File: config.mk
export PLATFORM = sky130hd
export DESIGN_NAME = decode_issue_stage_flat
export DESIGN_NICKNAME = d
export VERILOG_FILES = /design/src/rtl/decode_issue_stage_pkg.sv /design/src/rtl/decode_issue_stage_if.sv /design/src/rtl/rv32_imm_gen.sv /design/src/rtl/decode_issue_stage.sv /design/src/flat_wrapper.sv
export SDC_FILE = /design/constraint.sdc
export NUM_CORES = 1
export LEC_CHECK = 0
export BUFFER_PORTS_ARGS = -buffer_cell sky130_fd_sc_hd__buf_2
export CAP_MARGIN = 20
export CORE_ASPECT_RATIO = 2
export CORE_UTILIZATION = 45
export DETAILED_ROUTE_END_ITERATION = 8
export GPL_ROUTABILITY_DRIVEN = 0
export PLACE_DENSITY = 0.72
export SYNTH_ARGS = -nofsm -noshare
export SYNTH_HDL_FRONTEND = slang
export SYNTH_HIERARCHICAL = 1
export SYNTH_SLANG_ARGS = --single-unit
export TNS_END_PERCENT = 10
File: constraint.sdc
create_clock -name clk -period 6.3 [get_ports clk]
set_clock_uncertainty 0.15 [all_clocks]
set_input_delay 0.315 -clock clk [delete_from_list [all_inputs] [get_ports clk]]
set_output_delay 0.315 -clock clk [all_outputs]
set_load 0.01 [all_outputs]
File: src/rtl/decode_issue_stage_pkg.sv
// decode_issue_stage_pkg: ALU opcodes, RV32 major opcodes and decode types shared with the ALU
package decode_issue_stage_pkg;
  localparam logic [7:0] ALU_ADD   = 8'd0;
  localparam logic [7:0] ALU_SUB   = 8'd1;
  localparam logic [7:0] ALU_AND   = 8'd2;
  localparam logic [7:0] ALU_OR    = 8'd3;
  localparam logic [7:0] ALU_XOR   = 8'd4;
  localparam logic [7:0] ALU_SLT   = 8'd5;
  localparam logic [7:0] ALU_SLTU  = 8'd6;
  localparam logic [7:0] ALU_SRA   = 8'd7;
  localparam logic [7:0] ALU_SRL   = 8'd8;
  localparam logic [7:0] ALU_SLL   = 8'd9;
  localparam logic [7:0] ALU_MUL   = 8'd10;
  localparam logic [7:0] ALU_LUI   = 8'd11;
  localparam logic [7:0] ALU_AUIPC = 8'd12;
  localparam logic [7:0] ALU_LW    = 8'd13;
  localparam logic [7:0] ALU_SW    = 8'd14;
  localparam logic [7:0] ALU_BEQ   = 8'd18;
  localparam logic [7:0] ALU_BNE   = 8'd19;
  localparam logic [7:0] ALU_BLT   = 8'd20;
  localparam logic [7:0] ALU_BGE   = 8'd21;
  localparam logic [7:0] ALU_BLTU  = 8'd22;
  localparam logic [7:0] ALU_BGEU  = 8'd23;

  localparam logic [6:0] OPC_OP     = 7'b0110011;
  localparam logic [6:0] OPC_OP_IMM = 7'b0010011;
  localparam logic [6:0] OPC_LUI    = 7'b0110111;
  localparam logic [6:0] OPC_AUIPC  = 7'b0010111;
  localparam logic [6:0] OPC_LOAD   = 7'b0000011;
  localparam logic [6:0] OPC_STORE  = 7'b0100011;
  localparam logic [6:0] OPC_BRANCH = 7'b1100011;
  localparam logic [6:0] OPC_JAL    = 7'b1101111;
  localparam logic [6:0] OPC_JALR   = 7'b1100111;

  typedef enum logic [2:0] {IMM_I, IMM_S, IMM_B, IMM_U, IMM_J} imm_fmt_e;

  typedef struct packed {
    logic [7:0]  alu;
    logic [31:0] op_a;
    logic [31:0] op_b;
    logic [31:0] store_data;
    logic [31:0] target;
    logic [31:0] pc;
    logic [4:0]  rd;
    logic        reg_write;
    logic        mem_read;
    logic        mem_write;
    logic        branch;
    logic        jump;
    logic        illegal;
  } bundle_t;

  // alt selects SUB/SRA over ADD/SRL
  function automatic logic [7:0] alu_op_f3(input logic [2:0] f3, input logic alt);
    case (f3)
      3'b000:  return alt ? ALU_SUB : ALU_ADD;
      3'b001:  return ALU_SLL;
      3'b010:  return ALU_SLT;
      3'b011:  return ALU_SLTU;
      3'b100:  return ALU_XOR;
      3'b101:  return alt ? ALU_SRA : ALU_SRL;
      3'b110:  return ALU_OR;
      default: return ALU_AND;
    endcase
  endfunction

  function automatic logic [7:0] alu_branch(input logic [2:0] f3);
    case (f3)
      3'b000:  return ALU_BEQ;
      3'b001:  return ALU_BNE;
      3'b100:  return ALU_BLT;
      3'b101:  return ALU_BGE;
      3'b110:  return ALU_BLTU;
      default: return ALU_BGEU;
    endcase
  endfunction
endpackage

File: src/rtl/decode_issue_stage_if.sv
// decode_issue_stage_if: fetch-side input, execute-side bundle and decode statistics
interface decode_issue_stage_if #(
  parameter int CNT_W = 16
);
  logic              in_valid;
  logic              in_ready;
  logic [31:0]       instr;
  logic [31:0]       pc;
  logic [31:0]       rs1_data;
  logic [31:0]       rs2_data;
  logic              flush;
  logic              out_valid;
  logic              out_ready;
  logic [7:0]        alu_control;
  logic [31:0]       op_a;
  logic [31:0]       op_b;
  logic [31:0]       store_data;
  logic [31:0]       target;
  logic [31:0]       out_pc;
  logic [4:0]        rd;
  logic              reg_write;
  logic              mem_read;
  logic              mem_write;
  logic              branch;
  logic              jump;
  logic              illegal;
  logic [CNT_W-1:0]  decoded_cnt;
  logic [CNT_W-1:0]  illegal_cnt;
  modport master (
    output in_valid, instr, pc, rs1_data, rs2_data, flush, out_ready,
    input  in_ready, out_valid, alu_control, op_a, op_b, store_data, target, out_pc, rd,
           reg_write, mem_read, mem_write, branch, jump, illegal, decoded_cnt, illegal_cnt
  );
  modport slave (
    input  in_valid, instr, pc, rs1_data, rs2_data, flush, out_ready,
    output in_ready, out_valid, alu_control, op_a, op_b, store_data, target, out_pc, rd,
           reg_write, mem_read, mem_write, branch, jump, illegal, decoded_cnt, illegal_cnt
  );
endinterface

File: src/rtl/rv32_imm_gen.sv
// rv32_imm_gen: extracts the I/S/B/U/J immediate selected by fmt_i
module rv32_imm_gen
  import decode_issue_stage_pkg::*;
(
  input  logic [31:7] instr_i,
  input  imm_fmt_e    fmt_i,
  output logic [31:0] imm_o
);
  logic [31:0] i_imm, s_imm, b_imm, u_imm, j_imm;
  assign i_imm = {{20{instr_i[31]}}, instr_i[31:20]};
  assign s_imm = {{20{instr_i[31]}}, instr_i[31:25], instr_i[11:7]};
  assign b_imm = {{19{instr_i[31]}}, instr_i[31], instr_i[7], instr_i[30:25], instr_i[11:8], 1'b0};
  // U-format feeds the ALU unshifted; the ALU places it in the upper bits
  assign u_imm = {12'h0, instr_i[31:12]};
  assign j_imm = {{11{instr_i[31]}}, instr_i[31], instr_i[19:12], instr_i[20], instr_i[30:21], 1'b0};
  always_comb
    imm_o = fmt_i == IMM_S ? s_imm :
            fmt_i == IMM_B ? b_imm :
            fmt_i == IMM_U ? u_imm :
            fmt_i == IMM_J ? j_imm : i_imm;
endmodule

File: src/rtl/decode_issue_stage.sv
// decode_issue_stage: RV32I+MUL decode into a one-entry registered ALU issue bundle
// with valid/ready handshake, flush and decode counters.
module decode_issue_stage
  import decode_issue_stage_pkg::*;
#(
  parameter int          CNT_W        = 16,
  parameter logic [31:0] RESET_PC_TAG = 32'h0
) (
  input logic                 clk,
  input logic                 rst,
  decode_issue_stage_if.slave bus_io
);
  logic [6:0]       opc, f7;
  logic [2:0]       f3;
  logic [4:0]       rd_f;
  logic [31:0]      rs1, rs2, pc, imm;
  imm_fmt_e         fmt;
  bundle_t          dec, bun_q, bun_d;
  logic             val_q, val_d, accept;
  logic [CNT_W-1:0] dcnt_q, dcnt_d, icnt_q, icnt_d;

  assign opc  = bus_io.instr[6:0];
  assign rd_f = bus_io.instr[11:7];
  assign f3   = bus_io.instr[14:12];
  assign f7   = bus_io.instr[31:25];
  assign rs1  = bus_io.rs1_data;
  assign rs2  = bus_io.rs2_data;
  assign pc   = bus_io.pc;

  assign fmt = opc == OPC_STORE                    ? IMM_S :
               opc == OPC_BRANCH                   ? IMM_B :
               opc == OPC_LUI || opc == OPC_AUIPC  ? IMM_U :
               opc == OPC_JAL                      ? IMM_J : IMM_I;

  rv32_imm_gen u_imm_gen (
    .instr_i (bus_io.instr[31:7]),
    .fmt_i   (fmt),
    .imm_o   (imm)
  );

  // Everything starts illegal/zero; each legal encoding overwrites what it needs
  always_comb begin
    dec         = '0;
    dec.pc      = pc;
    dec.illegal = 1'b1;
    case (opc)
      OPC_OP:
        if (f7 == 7'b0000000 || (f7 == 7'b0100000 && (f3 == 3'b000 || f3 == 3'b101)) ||
            (f7 == 7'b0000001 && f3 == 3'b000)) begin
          dec.illegal = 1'b0;
          dec.alu     = f7[0] ? ALU_MUL : alu_op_f3(f3, f7[5]);
          dec.op_a    = rs1;
          dec.op_b    = rs2;
          dec.rd      = rd_f;
        end
      OPC_OP_IMM:
        if (f3[1:0] != 2'b01 || f7 == 7'b0000000 || (f3 == 3'b101 && f7 == 7'b0100000)) begin
          dec.illegal = 1'b0;
          dec.alu     = alu_op_f3(f3, f3 == 3'b101 && f7[5]);
          dec.op_a    = rs1;
          dec.op_b    = f3[1:0] == 2'b01 ? {27'd0, bus_io.instr[24:20]} : imm;
          dec.rd      = rd_f;
        end
      OPC_LUI: begin
        dec.illegal = 1'b0;
        dec.alu     = ALU_LUI;
        dec.op_b    = imm;
        dec.rd      = rd_f;
      end
      OPC_AUIPC: begin
        dec.illegal = 1'b0;
        dec.alu     = ALU_AUIPC;
        dec.op_a    = pc;
        dec.op_b    = imm;
        dec.rd      = rd_f;
      end
      OPC_LOAD:
        if (f3 == 3'b010) begin
          dec.illegal  = 1'b0;
          dec.alu      = ALU_LW;
          dec.op_a     = rs1;
          dec.op_b     = imm;
          dec.mem_read = 1'b1;
          dec.rd       = rd_f;
        end
      OPC_STORE:
        if (f3 == 3'b010) begin
          dec.illegal    = 1'b0;
          dec.alu        = ALU_SW;
          dec.op_a       = rs1;
          dec.op_b       = imm;
          dec.store_data = rs2;
          dec.mem_write  = 1'b1;
        end
      OPC_BRANCH:
        if (f3[2:1] != 2'b01) begin
          dec.illegal = 1'b0;
          dec.alu     = alu_branch(f3);
          dec.op_a    = rs1;
          dec.op_b    = rs2;
          dec.target  = pc + imm;
          dec.branch  = 1'b1;
        end
      OPC_JAL: begin
        dec.illegal = 1'b0;
        dec.alu     = ALU_ADD;
        dec.op_a    = pc;
        dec.op_b    = 32'd4;
        dec.target  = pc + imm;
        dec.jump    = 1'b1;
        dec.rd      = rd_f;
      end
      OPC_JALR:
        if (f3 == 3'b000) begin
          dec.illegal = 1'b0;
          dec.alu     = ALU_ADD;
          dec.op_a    = pc;
          dec.op_b    = 32'd4;
          dec.target  = (rs1 + imm) & ~32'd1;
          dec.jump    = 1'b1;
          dec.rd      = rd_f;
        end
      default: ;
    endcase
    dec.reg_write = dec.rd != 5'd0;
  end

  assign bus_io.in_ready = !val_q || bus_io.out_ready;
  assign accept = bus_io.in_valid && bus_io.in_ready && !bus_io.flush;
  assign val_d  = accept || (val_q && !bus_io.out_ready && !bus_io.flush);
  assign bun_d  = accept ? dec : bun_q;
  assign dcnt_d = accept ? dcnt_q + CNT_W'(1) : dcnt_q;
  assign icnt_d = accept && dec.illegal && icnt_q != '1 ? icnt_q + CNT_W'(1) : icnt_q;

  always_ff @(posedge clk or posedge rst)
    if (rst) begin
      val_q  <= 1'b0;
      bun_q  <= '0;
      dcnt_q <= '0;
      icnt_q <= '0;
    end else begin
      val_q  <= val_d;
      bun_q  <= bun_d;
      dcnt_q <= dcnt_d;
      icnt_q <= icnt_d;
    end

  assign bus_io.out_valid   = val_q;
  assign bus_io.alu_control = bun_q.alu;
  assign bus_io.op_a        = bun_q.op_a;
  assign bus_io.op_b        = bun_q.op_b;
  assign bus_io.store_data  = bun_q.store_data;
  assign bus_io.target      = bun_q.target;
  assign bus_io.out_pc      = val_q ? bun_q.pc : RESET_PC_TAG;
  assign bus_io.rd          = bun_q.rd;
  assign bus_io.reg_write   = bun_q.reg_write;
  assign bus_io.mem_read    = bun_q.mem_read;
  assign bus_io.mem_write   = bun_q.mem_write;
  assign bus_io.branch      = bun_q.branch;
  assign bus_io.jump        = bun_q.jump;
  assign bus_io.illegal     = bun_q.illegal;
  assign bus_io.decoded_cnt = dcnt_q;
  assign bus_io.illegal_cnt = icnt_q;
endmodule

File: src/flat_wrapper.sv
// flat-port wrapper written by rule: the top's interface ports become plain ports
module decode_issue_stage_flat import decode_issue_stage_pkg::*;
#(
  parameter int          CNT_W        = 16,
  parameter logic [31:0] RESET_PC_TAG = 32'h0
)
  (clk, rst, bus_io_in_valid, bus_io_instr, bus_io_pc, bus_io_rs1_data, bus_io_rs2_data, bus_io_flush, bus_io_out_ready, bus_io_in_ready, bus_io_out_valid, bus_io_alu_control, bus_io_op_a, bus_io_op_b, bus_io_store_data, bus_io_target, bus_io_out_pc, bus_io_rd, bus_io_reg_write, bus_io_mem_read, bus_io_mem_write, bus_io_branch, bus_io_jump, bus_io_illegal, bus_io_decoded_cnt, bus_io_illegal_cnt);
  decode_issue_stage_if #(.CNT_W(CNT_W)) bus_io_i ();
  input logic clk;
  input logic rst;
  input wire logic [$bits(bus_io_i.in_valid)-1:0] bus_io_in_valid;
  input wire logic [$bits(bus_io_i.instr)-1:0] bus_io_instr;
  input wire logic [$bits(bus_io_i.pc)-1:0] bus_io_pc;
  input wire logic [$bits(bus_io_i.rs1_data)-1:0] bus_io_rs1_data;
  input wire logic [$bits(bus_io_i.rs2_data)-1:0] bus_io_rs2_data;
  input wire logic [$bits(bus_io_i.flush)-1:0] bus_io_flush;
  input wire logic [$bits(bus_io_i.out_ready)-1:0] bus_io_out_ready;
  output wire logic [$bits(bus_io_i.in_ready)-1:0] bus_io_in_ready;
  output wire logic [$bits(bus_io_i.out_valid)-1:0] bus_io_out_valid;
  output wire logic [$bits(bus_io_i.alu_control)-1:0] bus_io_alu_control;
  output wire logic [$bits(bus_io_i.op_a)-1:0] bus_io_op_a;
  output wire logic [$bits(bus_io_i.op_b)-1:0] bus_io_op_b;
  output wire logic [$bits(bus_io_i.store_data)-1:0] bus_io_store_data;
  output wire logic [$bits(bus_io_i.target)-1:0] bus_io_target;
  output wire logic [$bits(bus_io_i.out_pc)-1:0] bus_io_out_pc;
  output wire logic [$bits(bus_io_i.rd)-1:0] bus_io_rd;
  output wire logic [$bits(bus_io_i.reg_write)-1:0] bus_io_reg_write;
  output wire logic [$bits(bus_io_i.mem_read)-1:0] bus_io_mem_read;
  output wire logic [$bits(bus_io_i.mem_write)-1:0] bus_io_mem_write;
  output wire logic [$bits(bus_io_i.branch)-1:0] bus_io_branch;
  output wire logic [$bits(bus_io_i.jump)-1:0] bus_io_jump;
  output wire logic [$bits(bus_io_i.illegal)-1:0] bus_io_illegal;
  output wire logic [$bits(bus_io_i.decoded_cnt)-1:0] bus_io_decoded_cnt;
  output wire logic [$bits(bus_io_i.illegal_cnt)-1:0] bus_io_illegal_cnt;
  assign bus_io_i.in_valid = bus_io_in_valid;
  assign bus_io_i.instr = bus_io_instr;
  assign bus_io_i.pc = bus_io_pc;
  assign bus_io_i.rs1_data = bus_io_rs1_data;
  assign bus_io_i.rs2_data = bus_io_rs2_data;
  assign bus_io_i.flush = bus_io_flush;
  assign bus_io_i.out_ready = bus_io_out_ready;
  assign bus_io_in_ready = bus_io_i.in_ready;
  assign bus_io_out_valid = bus_io_i.out_valid;
  assign bus_io_alu_control = bus_io_i.alu_control;
  assign bus_io_op_a = bus_io_i.op_a;
  assign bus_io_op_b = bus_io_i.op_b;
  assign bus_io_store_data = bus_io_i.store_data;
  assign bus_io_target = bus_io_i.target;
  assign bus_io_out_pc = bus_io_i.out_pc;
  assign bus_io_rd = bus_io_i.rd;
  assign bus_io_reg_write = bus_io_i.reg_write;
  assign bus_io_mem_read = bus_io_i.mem_read;
  assign bus_io_mem_write = bus_io_i.mem_write;
  assign bus_io_branch = bus_io_i.branch;
  assign bus_io_jump = bus_io_i.jump;
  assign bus_io_illegal = bus_io_i.illegal;
  assign bus_io_decoded_cnt = bus_io_i.decoded_cnt;
  assign bus_io_illegal_cnt = bus_io_i.illegal_cnt;
  decode_issue_stage #(.CNT_W(CNT_W), .RESET_PC_TAG(RESET_PC_TAG)) u_core (.clk(clk), .rst(rst), .bus_io(bus_io_i));
endmodule
==> results.yml, run 1 <==
setup_path:
  max_stage_delay_ns: 0.52
  path_cells: "dlygate4sd3_1 > buf_2 > nand2_1 > or2_1 > nor2_1 > nand2_1 > inv_1 > buf_4 > nand2b_1 > o21ai_0 > a221oi_2 > ha_1 > a21oi_1 > nor2b_1 > or3_1 > o31a_1 > o31ai_2 > nor2_1 > a31oi_1 > xor2_1 > o221ai_1"
  worst_ep_arrival_time_ns: 5.41
  critPathSlowestCell: "dlygate4sd3_1"
  r2r_end: "u_core/bus_io.decoded_cnt[13]$_DFFE_PP0P_"
  cp-end-kind: "flip-flop"
  path_class: "in -> reg"
  r2r_start: "u_core/bus_io.out_valid$_DFF_PP0_"
  crit_fanout: 21
  critPathTopFamily: "compound AO/OA/AOI/OAI gates"
  worstSetupStartpointType: "primary input"
  cp.required_ns: 6.51
  reg2reg_depth: 9
  timing.reg2reg.setup_slack_ns: 3.01
  crit_buf_inv: 4
pwr:
  comb_power_share_pct: 24.5
  p_leak_nw: 8.218
  p_total_mw: 3.706
  power.switching_mw: 1.173
  p_seq_share_pct: 40.7
  ir_drop_uv: 148.8
  p_int_mw: 2.534
  p_per_area_nw_per_um2: 224.1
  power_frac_clock_pct: 34.8
  swShare_pct: 31.64
min_path:
  hold_start: "bus_io_rs1_data[2]"
  hold_end: "u_core/bus_io.op_a[2]$_DFFE_PP0P_"
  min_path_cells: 3
  min-delay-path-class: "in -> reg"
synthesis:
  syn_area_um2: 14080
  synth_seq_cells: 209
  yosysWarnings: 6
  synthDistinctLibCells: 81
  synth_top_family_by_area: "compound AO/OA/AOI/OAI gates"
  synthMuxAreaShare_pct: 1.440
  async_reset_ff_share_pct: 100.0
  synthFlopType: "dfrtp_1"
  synth_fa_ha_area_share_pct: 5.883
  avgSynthCellArea_um2: 8.794
  syn_inst: 1601
  synthSimpleGateAreaFrac_pct: 17.44
  synth_edf_count: 0
  post_synth_xor_area_fraction_pct: 5.101
  yosysSeqAreaShare_pct: 37.15
  synth_compound_area_share_pct: 21.69
finish:
  layout-drive-gt1-share_pct: 23.34
  area_growth_pct: 17.47
  nNetsFinal: 2039
  design_area_um2: 16540
floorplan:
  die_y_um: 252.2
  std_cell_rows: 91
  core_area_um2: 30860
  start_util_pct: 45.63
  ios: 346
  die-area_um2: 32040
  die_w_um: 127.1
placed_design:
  pre_cts_ws_ns: 1.145
  placed_cell_area_um2: 15010
  detailed_place_hpwl_mm: 36.50
  port_buffers: 342
drt:
  routed_wl_mm: 50.24
  ant_nets: 0
  wl_per_cell_um: 22.08
  viasPerCell: 5.805
  drt_iter0_drc: 958
  routed-via-count: 13210
  drc: 0
  dr.pass1.iters: 5
timing:
  rsz0062_at_grt: "no"
  final_hold_viol_count: 0
  timing.slew.headroom_pct: 24.05
  max_freq_ghz: 0.1922
  drv_slew: 0
  min_period_over_period_pct: 82.58
  finalSetupViolCount: 0
  tns_ns: 0
  setup_ws_ns: 1.098
  worstMarginPinSlew_ns: 1.135
  period_needed_ns: 5.202
clocking:
  path_clk_slew_ns: 0.07
  tritoncts: "done"
  cts.sinks: 209
  clk_latency_ns: 0.51
  cts_buffers: 21
  htreeDepth: 1
  clk_path_buf_depth: 3
  root_buffer: "clkbuf_16"
  post-cts-setup-buffers: 0
flow_run:
  maxCapViolations: 0
global_route:
  grt_pass1_wl_mm: 76.42
  grt_start_max_net_pins: 197
  grt_use_total_pct: 31.27
  overflow: 0
  antenna_found_initial: 2
  grt_pass1_vias: 13460
run_status:
  outcome: "finished, final reports clean"
==> layout make-up <==
| cell class | count | area, um^2 |
|---|---|---|
| diodes | 2 | 5.005 |
| multi-input cells | 1139 | 7288 |
| clock inverters | 5 | 50.05 |
| well taps | 418 | 523.0 |
| inverters | 26 | 106.4 |
| fillers | 2839 | 14320 |
| clock buffers | 32 | 636.9 |
| repair buffers | 444 | 2700 |
| flip-flops and latches | 209 | 5230 |
==> state kept, by name, indices dropped and copies added (netlist names) <==
| name | flops |
|---|---|
| u_core/bus_io.store_data | 32 |
| u_core/bus_io.rd | 5 |
| u_core/bus_io.reg_write | 1 |
| u_core/bus_io.op_b | 32 |
| u_core/bus_io.decoded_cnt | 16 |
| u_core/bus_io.op_a | 32 |
| u_core/bus_io.branch | 1 |
| u_core/bun_q | 32 |
| u_core/bus_io.target | 32 |
| u_core/bus_io.out_valid | 1 |
| u_core/bus_io.illegal_cnt | 16 |
| u_core/bus_io.mem_write | 1 |
| u_core/bus_io.alu_control | 5 |
| u_core/bus_io.jump | 1 |
| u_core/bus_io.illegal | 1 |
| u_core/bus_io.mem_read | 1 |
==> worst max-delay path by stage <==
| stage | startpoint | endpoint | slack, ns | cells past startpoint |
|---|---|---|---|---|
| final | bus_io_instr[5] | u_core/bus_io.target[26]$_DFFE_PP0P_ | 1.10 | 21 |
| after CTS | bus_io_instr[5] | u_core/bus_io.target[26]$_DFFE_PP0P_ | 1.14 | 21 |
| after global routing | bus_io_instr[5] | u_core/bus_io.target[30]$_DFFE_PP0P_ | 0.68 | 21 |
| after detailed placement | bus_io_instr[4] | u_core/bus_io.target[26]$_DFFE_PP0P_ | 1.15 | 20 |
| after floorplan | rst | u_core/bun_q[11]$_DFFE_PP0P_ | 0.13 | 1 |
| after global placement | bus_io_instr[4] | u_core/bus_io.target[30]$_DFFE_PP0P_ | 1.27 | 20 |
==> synth_stat cells, drive strengths merged (25+ instances only) <==
master / instances / area (um^2)
a21o: 31 / 232.7
a21oi: 75 / 390.4
a221oi: 39 / 385.4
a22o: 32 / 280.3
a22oi: 44 / 330.3
and2: 34 / 212.7
buf: 167 / 1255
clkbuf: 62 / 234.0
dfrtp: 209 / 5230
ha: 63 / 788.3
inv: 25 / 93.84
nand2: 232 / 870.8
nand3: 37 / 197.7
nor2: 128 / 483.0
o21ai: 112 / 571.8
xnor2: 51 / 446.7
xor2: 31 / 271.5
==> worst reg2reg max path, cell delays in order, from the launching register on <==
cell,delay [ns]
dfrtp_1,0.36
buf_4,0.23
nor2b_1,0.21
nor3b_2,0.39
buf_4,0.59
nand4_1,0.25
nor2_1,0.39
and4_1,0.35
nand3_1,0.12
xnor2_1,0.14
==> cells in the final DEF, fill, tap and decap left out, drive strengths merged, types with 6 or more instances in the layout <==
| cell type | Yosys | layout |
|---|---|---|
| dfrtp | 209 | 209 |
| a22o | 32 | 32 |
| and3 | 12 | 12 |
| dlygate4sd3 | 0 | 84 |
| o21bai | 6 | 6 |
| o21a | 8 | 8 |
| nand3 | 37 | 37 |
| mux2i | 9 | 9 |
| a21oi | 75 | 75 |
| a221oi | 39 | 39 |
| inv | 25 | 25 |
| a22oi | 44 | 44 |
| xor2 | 31 | 31 |
| or3 | 8 | 8 |
| nor2 | 128 | 128 |
| nand2 | 232 | 232 |
| nor3 | 14 | 14 |
| clkbuf | 62 | 32 |
| or2 | 6 | 6 |
| and2 | 34 | 34 |
| o221ai | 10 | 10 |
| nor2b | 9 | 9 |
| a31oi | 8 | 8 |
| buf | 167 | 360 |
| o21ai | 112 | 112 |
| o31ai | 10 | 10 |
| a211oi | 15 | 15 |
| nand4 | 21 | 21 |
| nand2b | 10 | 10 |
| nor3b | 10 | 10 |
| xnor2 | 51 | 51 |
| o211ai | 9 | 9 |
| a21o | 31 | 31 |
| ha | 63 | 63 |
| o22a | 6 | 6 |
| mux2 | 8 | 8 |
==> per-layer routing <==
metal / vias to the layer above / share of wire (%) / track usage (%)
met5: - / 0 / 0
met4: 0 / 9.4 / 26.53
met3: 222 / 5.6 / 4.594
met2: 629 / 52 / 56.36
met1: 6312 / 33 / 31.24
li1: 6043 / - / -
==> metrics by stage <==
stage / hold WS (ns) / util, % / cells
after floorplan: 0.2314 / - / 1603
after global placement: 0.2978 / 48.64 / 2152
after detailed placement: 0.3048 / 48.64 / 2152
after CTS: 0.0003453 / 53.59 / 2273
after global routing: 0.02249 / 53.60 / 2275
final: 0.01252 / 53.60 / 2275
==> repair_timing <==
item,CTS,global route
hold buffers,84,0
hold endpoints to repair,223,0
resized for setup,0,0
==> logic make-up (layout without fill, tap and decap cells) <==
group	Yosys count	count (layout)
and+or+nand+nor	535	535
AOI/OAI and AO/OA	437	437
buffers and inverters	255	507
DFF	209	209
xor gates and xnor gates	82	82
adders and majority gates	65	65
muxes	17	17
other	1	5
==> power by group through the flow <==
stage	logic, mW	registers (mW)	clock network, mW
after floorplan	0.574	1.53	0
after global placement	0.837	1.53	0
after global routing	0.990	1.52	1.37
after CTS	0.898	1.51	1.32
final	0.907	1.51	1.29
after detailed placement	0.852	1.53	0
Note: power is estimated with default switching activity, not from simulation.
==> run 2: changes to the inputs <==
Settings changed: ABC_AREA from default to 1, PLACE_DENSITY 0.72 to 0.68.
Clock period 6.3 ns to 4.8 ns, I/O delays scaled along.
==> results.yml, run 2 <==
setup_path:
  crit_fanout: 17
  cp.required_ns: 5.07
  worstSetupStartpointType: "primary input"
  crit_buf_inv: 4
  crit_top_cell: "nand2_1"
  critPathTopFamily: "simple AND/OR/NAND/NOR gates"
  worst_ep_arrival_time_ns: 4.41
  critPathSlowestCell: "ha_1"
  path_class: "in -> reg"
  path_cells: "buf_2 > nand2_1 > nor2_1 > nand2_1 > nor2_2 > inv_1 > nand2_1 > nand2_2 > nor2_4 > inv_2 > nand3_2 > o211ai_1 > ha_1 > nand2_1 > nor2_1 > inv_1 > nor2_1 > nand4_1 > nand3_1 > nand2_1 > nand3_1 > nand2_1 > nand2_1 > nand2_1"
  cp-end-kind: "flip-flop"
  max_stage_delay_ns: 0.50
timing:
  finalSetupViolCount: 0
  min_period_over_period_pct: 86.25
  tns_ns: 0
  max_freq_ghz: 0.2415
  rsz0062_at_grt: "no"
  worstMarginPinSlew_ns: 1.026
  timing.slew.headroom_pct: 30.94
  period_needed_ns: 4.140
  final_hold_viol_count: 0
  drv_slew: 0
synthesis:
  synth_edf_count: 0
  synth_seq_cells: 209
  synthDistinctLibCells: 47
  synth_top_area_share_pct: 31.96
  yosys-top-cells-count: "nand2_1, inv_1, dfrtp_1, buf_4, nand3_1"
  yosysWarnings: 6
  synthFlopType: "dfrtp_1"
  syn_inst: 2563
  yosysSeqAreaShare_pct: 31.96
  syn_area_um2: 16370
  async_reset_ff_share_pct: 100.0
  synth.area.top_cells: "dfrtp_1, nand2_1, buf_4"
  yosysTopAreaCell: "dfrtp_1"
  avgSynthCellArea_um2: 6.385
  synth_most_common_cell: "nand2_1"
pwr:
  swShare_pct: 33.04
  p_leak_nw: 11.57
  p_seq_share_pct: 38.7
  comb_power_share_pct: 24.1
  p_per_area_nw_per_um2: 262.0
  power_frac_clock_pct: 37.2
  power.switching_mw: 1.656
  ir_drop_uv: 282.9
  p_int_mw: 3.355
  p_total_mw: 5.011
clocking:
  post-cts-setup-buffers: 0
  cts.sinks: 209
  post_cts_resized: 0
  postCtsHoldBufs: 103
  tritoncts: "done"
  htreeDepth: 1
  clk_path_buf_depth: 3
  path_clk_slew_ns: 0.06
  cts_buffers: 22
  root_buffer: "clkbuf_16"
  clk_latency_ns: 0.54
finish:
  area_growth_pct: 16.86
  design_area_um2: 19120
  fin_util_pct: 53.41
  multi_input_area_um2: 8686
  regArea_um2: 5230
  layout_commonest_cell: "nand2_1"
  layout-drive-gt1-share_pct: 16.05
  final_cell_mix: "nand2_1, buf_2, inv_1"
  nNetsFinal: 3026
  stdcell_count: 3292
  fill_cells: 3565
floorplan:
  die_w_um: 136.9
  die-area_um2: 37180
  std_cell_rows: 98
  die_y_um: 271.7
  core_area_um2: 35800
  start_util_pct: 45.71
  ios: 346
drt:
  viasPerCell: 5.362
  routed_wl_mm: 62.05
  routed-via-count: 17650
  dr.pass1.iters: 7
  ant_nets: 0
  drt_iter0_drc: 1578
  drc: 0
  wl_per_cell_um: 18.85
global_route:
  grt_use_total_pct: 33.06
  overflow: 0
  grt_pass1_vias: 17250
  antenna_found_initial: 1
  grt_pass1_wl_mm: 93.33
  grt_start_max_net_pins: 129
flow_run:
  maxCapViolations: 0
placed_design:
  port_buffers: 342
  detailed_place_hpwl_mm: 47.42
  dp_cells: 3151
  placed_cell_area_um2: 17330
run_status:
  outcome: "finished, final reports clean"
min_path:
  min-delay-path-class: "in -> reg"
==> run 2: cells by family (layout without fill, tap and decap cells) <==
logic type	count (synthesis)	after routing	share of synthesized area (%)
and+or+nand+nor	1580	1580	39.78
buffers and inverters	491	767	15.11
DFF	209	209	31.96
AOI/OAI and AO/OA	180	180	6.086
adders and majority gates	65	65	5.061
xor gates and xnor gates	37	37	1.980
other	1	4	0.02291
==> run 2: routing by layer <==
layer  part of all wire [%]  vias up  global-route usage, %
met2                     51      877                  59.83
met4                    9.3        0                  26.23
met3                    7.0      312                  5.098
li1                       -     8356                      -
met1                     33     8106                  32.74
met5                      0        -                      0
==> run 2: path summary, 6_finish.rpt <==
check	slack (ns)	end	startpoint	cells after the start
worst min-delay path	0.02	u_core/bus_io.op_b[4]$_DFFE_PP0P_	bus_io_instr[24]	5
max in group asynchronous	3.30	u_core/bus_io.target[23]$_DFFE_PP0P_	rst	4
min in group asynchronous	0.12	u_core/bus_io.decoded_cnt[5]$_DFFE_PP0P_	rst	3
worst min register to register	0.32	u_core/bus_io.decoded_cnt[15]$_DFFE_PP0P_	u_core/bus_io.decoded_cnt[15]$_DFFE_PP0P_	1
worst max-delay path	0.66	u_core/bus_io.target[19]$_DFFE_PP0P_	bus_io_instr[1]	24
worst max register to register	2.09	u_core/bus_io.target[10]$_DFFE_PP0P_	u_core/bus_io.out_valid$_DFF_PP0_	9
==> run 2: final cells by class <==
class                           count  area share, %
Antenna cell                        1        0.01308
Clock buffer                       28          3.258
Clock inverter                      9         0.7458
Inverter                          273          5.397
Multi-Input combinational cell   1865          45.42
Sequential cell                   209          27.35
Tap cell                          450          2.944
Timing Repair Buffer              457          14.88
==> run 2: metrics by stage <==
stage / hold WS, ns / setup slack, ns
2_1_floorplan: 0.1531 / 1.630
3_3_place_gp: 0.1097 / 0.2590
3_5_place_dp: 0.1308 / 0.2205
4_1_cts: 0.01213 / 0.7677
5_1_grt: 0.02503 / 0.4147
6_report: 0.02154 / 0.6598
==> run 2: worst reg2reg max path, stage by stage, from the launching register on <==
cell,delay [ns]
dfrtp_1,0.36
nand2_2,0.11
nand2_8,0.30
inv_4,0.21
nand2_1,0.16
inv_2,0.16
nand2_2,0.29
clkinv_1,0.42
nand3_1,0.30
o211ai_1,0.12
==> run 2: power groups by stage <==
stage	combinational [mW]	sequential, mW	clock (mW)
after CTS	1.18	1.93	1.91
after global placement	1.10	1.96	0
after detailed placement	1.11	1.97	0
after floorplan	0.704	1.97	0
after global routing	1.33	1.95	1.96
final	1.21	1.94	1.87
==> run 3: changes to the inputs <==
Settings changed: CORE_UTILIZATION 45 to 56, PLACE_DENSITY 0.68 to 0.82.
==> results.yml, run 3 (synthesis results as in run 2) <==
run_status:
  outcome: "finished, final reports clean"
timing:
  max_freq_ghz: 0.2322
  setup_ws_ns: 0.4942
  timing.slew.headroom_pct: 33.67
  finalSetupViolCount: 0
  min_period_over_period_pct: 89.70
  period_needed_ns: 4.306
  final_hold_viol_count: 0
  drv_slew: 0
  holdWs_ns: 0.01804
  tns_ns: 0
  worstMarginPinSlew_ns: 0.9926
  rsz0062_at_grt: "no"
clocking:
  root_buffer: "clkbuf_16"
  tritoncts: "done"
  path_clk_slew_ns: 0.06
  post-cts-setup-buffers: 0
  cts_buffers: 21
  post_cts_resized: 0
  clk_latency_ns: 0.52
  htreeDepth: 1
  clk_path_buf_depth: 3
  cts.sinks: 209
  postCtsHoldBufs: 104
placed_design:
  port_buffers: 342
  placed_cell_area_um2: 17230
  dp_cells: 3060
  pre_cts_ws_ns: 0.4201
  detailed_place_hpwl_mm: 44.29
global_route:
  grt_start_max_net_pins: 151
  grt_pass1_wl_mm: 95.08
  antenna_found_initial: 2
  grt_use_total_pct: 41.98
  overflow: 0
  grt_pass1_vias: 17840
drt:
  viasPerCell: 5.809
  drc: 0
  drt_iter0_drc: 2311
  met3WireLength_mm: 6.726
  ant_nets: 0
  routed-via-count: 18580
  route.met2.wl_mm: 29.99
  top_layer_used: "met5"
  dr.pass1.iters: 7
  wl_per_cell_um: 19.64
  drt-met1-wl_mm: 19.65
  routed_wl_mm: 62.84
floorplan:
  die_w_um: 122.9
  std_cell_rows: 88
  die-area_um2: 29950
  start_util_pct: 56.95
  ios: 346
  core_area_um2: 28740
  die_y_um: 243.8
pwr:
  p_leak_nw: 11.54
  p_seq_share_pct: 39.5
  power_frac_clock_pct: 35.5
  power.switching_mw: 1.662
  swShare_pct: 33.85
  comb_power_share_pct: 25.0
  p_per_area_nw_per_um2: 258.9
  p_int_mw: 3.248
  ir_drop_uv: 281.8
  p_total_mw: 4.910
setup_path:
  worst_ep_arrival_time_ns: 4.57
  path_cells: "buf_2 > nand2_1 > nor2_1 > nand2_1 > nor2_2 > inv_1 > nand2_1 > nand2_2 > nor2_4 > inv_2 > nand3_2 > o211ai_1 > ha_1 > nand2_1 > nor2_1 > inv_1 > nor2_1 > nand4_1 > nand3_1 > nand2_1 > nand3_1 > nand2_1 > nand2_1 > nand2_1"
  cp.required_ns: 5.07
  critPathTopFamily: "simple AND/OR/NAND/NOR gates"
  crit_fanout: 17
  crit_path_start: "bus_io_instr[1]"
  max_stage_delay_ns: 0.51
  critPathSlowestCell: "ha_1"
  r2r_start: "u_core/bus_io.illegal_cnt[8]$_DFFE_PP0P_"
  reg2reg_depth: 10
  path_class: "in -> reg"
  cp-end-kind: "flip-flop"
  crit_top_cell: "nand2_1"
  timing.reg2reg.setup_slack_ns: 2.14
  crit_buf_inv: 4
  worstSetupStartpointType: "primary input"
  r2r_end: "u_core/bus_io.illegal_cnt[14]$_DFFE_PP0P_"
flow_run:
  maxCapViolations: 0
min_path:
  min-delay-path-class: "in -> async"
finish:
  design_area_um2: 18970
  layout-drive-gt1-share_pct: 15.96
  nNetsFinal: 3025
  final_cell_mix: "nand2_1, buf_2, inv_1"
  area_growth_pct: 15.91
  fill_cells: 2483
  antennaDiodeCount: 0
  fin_util_pct: 66.01
  stdcell_count: 3199
  layout_commonest_cell: "nand2_1"
## run 3: worst register-to-register path: cells and delay by family (launching register included)
kind          cells  cell delay (ns)
simple gates      9             1.81
flops             1             0.54
buf+inv           1             0.09
## run 3: power groups by stage
stage / logic [mW] / clock network, mW / registers, mW
2_1_floorplan: 0.704 / 0 / 1.97
3_3_place_gp: 1.07 / 0 / 1.96
3_5_place_dp: 1.10 / 0 / 1.97
4_1_cts: 1.17 / 1.75 / 1.93
5_1_grt: 1.34 / 1.82 / 1.95
6_report: 1.23 / 1.74 / 1.94
## run 3: how the worst max path moves through the flow
stage	endpoint	slack, ns	depth (start not counted)
after floorplan	u_core/bus_io.target[31]$_DFFE_PP0P_	1.63	19
after global placement	u_core/bus_io.target[19]$_DFFE_PP0P_	0.50	24
after detailed placement	u_core/bus_io.target[19]$_DFFE_PP0P_	0.42	24
after CTS	u_core/bus_io.target[19]$_DFFE_PP0P_	0.94	24
after global routing	u_core/bus_io.target[19]$_DFFE_PP0P_	0.36	24
final	u_core/bus_io.target[19]$_DFFE_PP0P_	0.49	24
## run 3: layout make-up
class | count | area (um^2) | area share, %
Tap cell | 360 | 450.4 | 2.375
Inverter | 273 | 1032 | 5.442
Sequential cell | 209 | 5230 | 27.57
Timing Repair Buffer | 457 | 2877 | 15.16
Multi-Input combinational cell | 1865 | 8686 | 45.79
Clock inverter | 9 | 110.1 | 0.5804
Clock buffer | 26 | 584.3 | 3.080
## run 3: routing by layer
metal / vias up / track usage, %
li1: 8341 / -
met4: 4 / 37.02
met3: 481 / 9.949
met1: 8367 / 43.41
met2: 1390 / 69.28
met5: - / 0
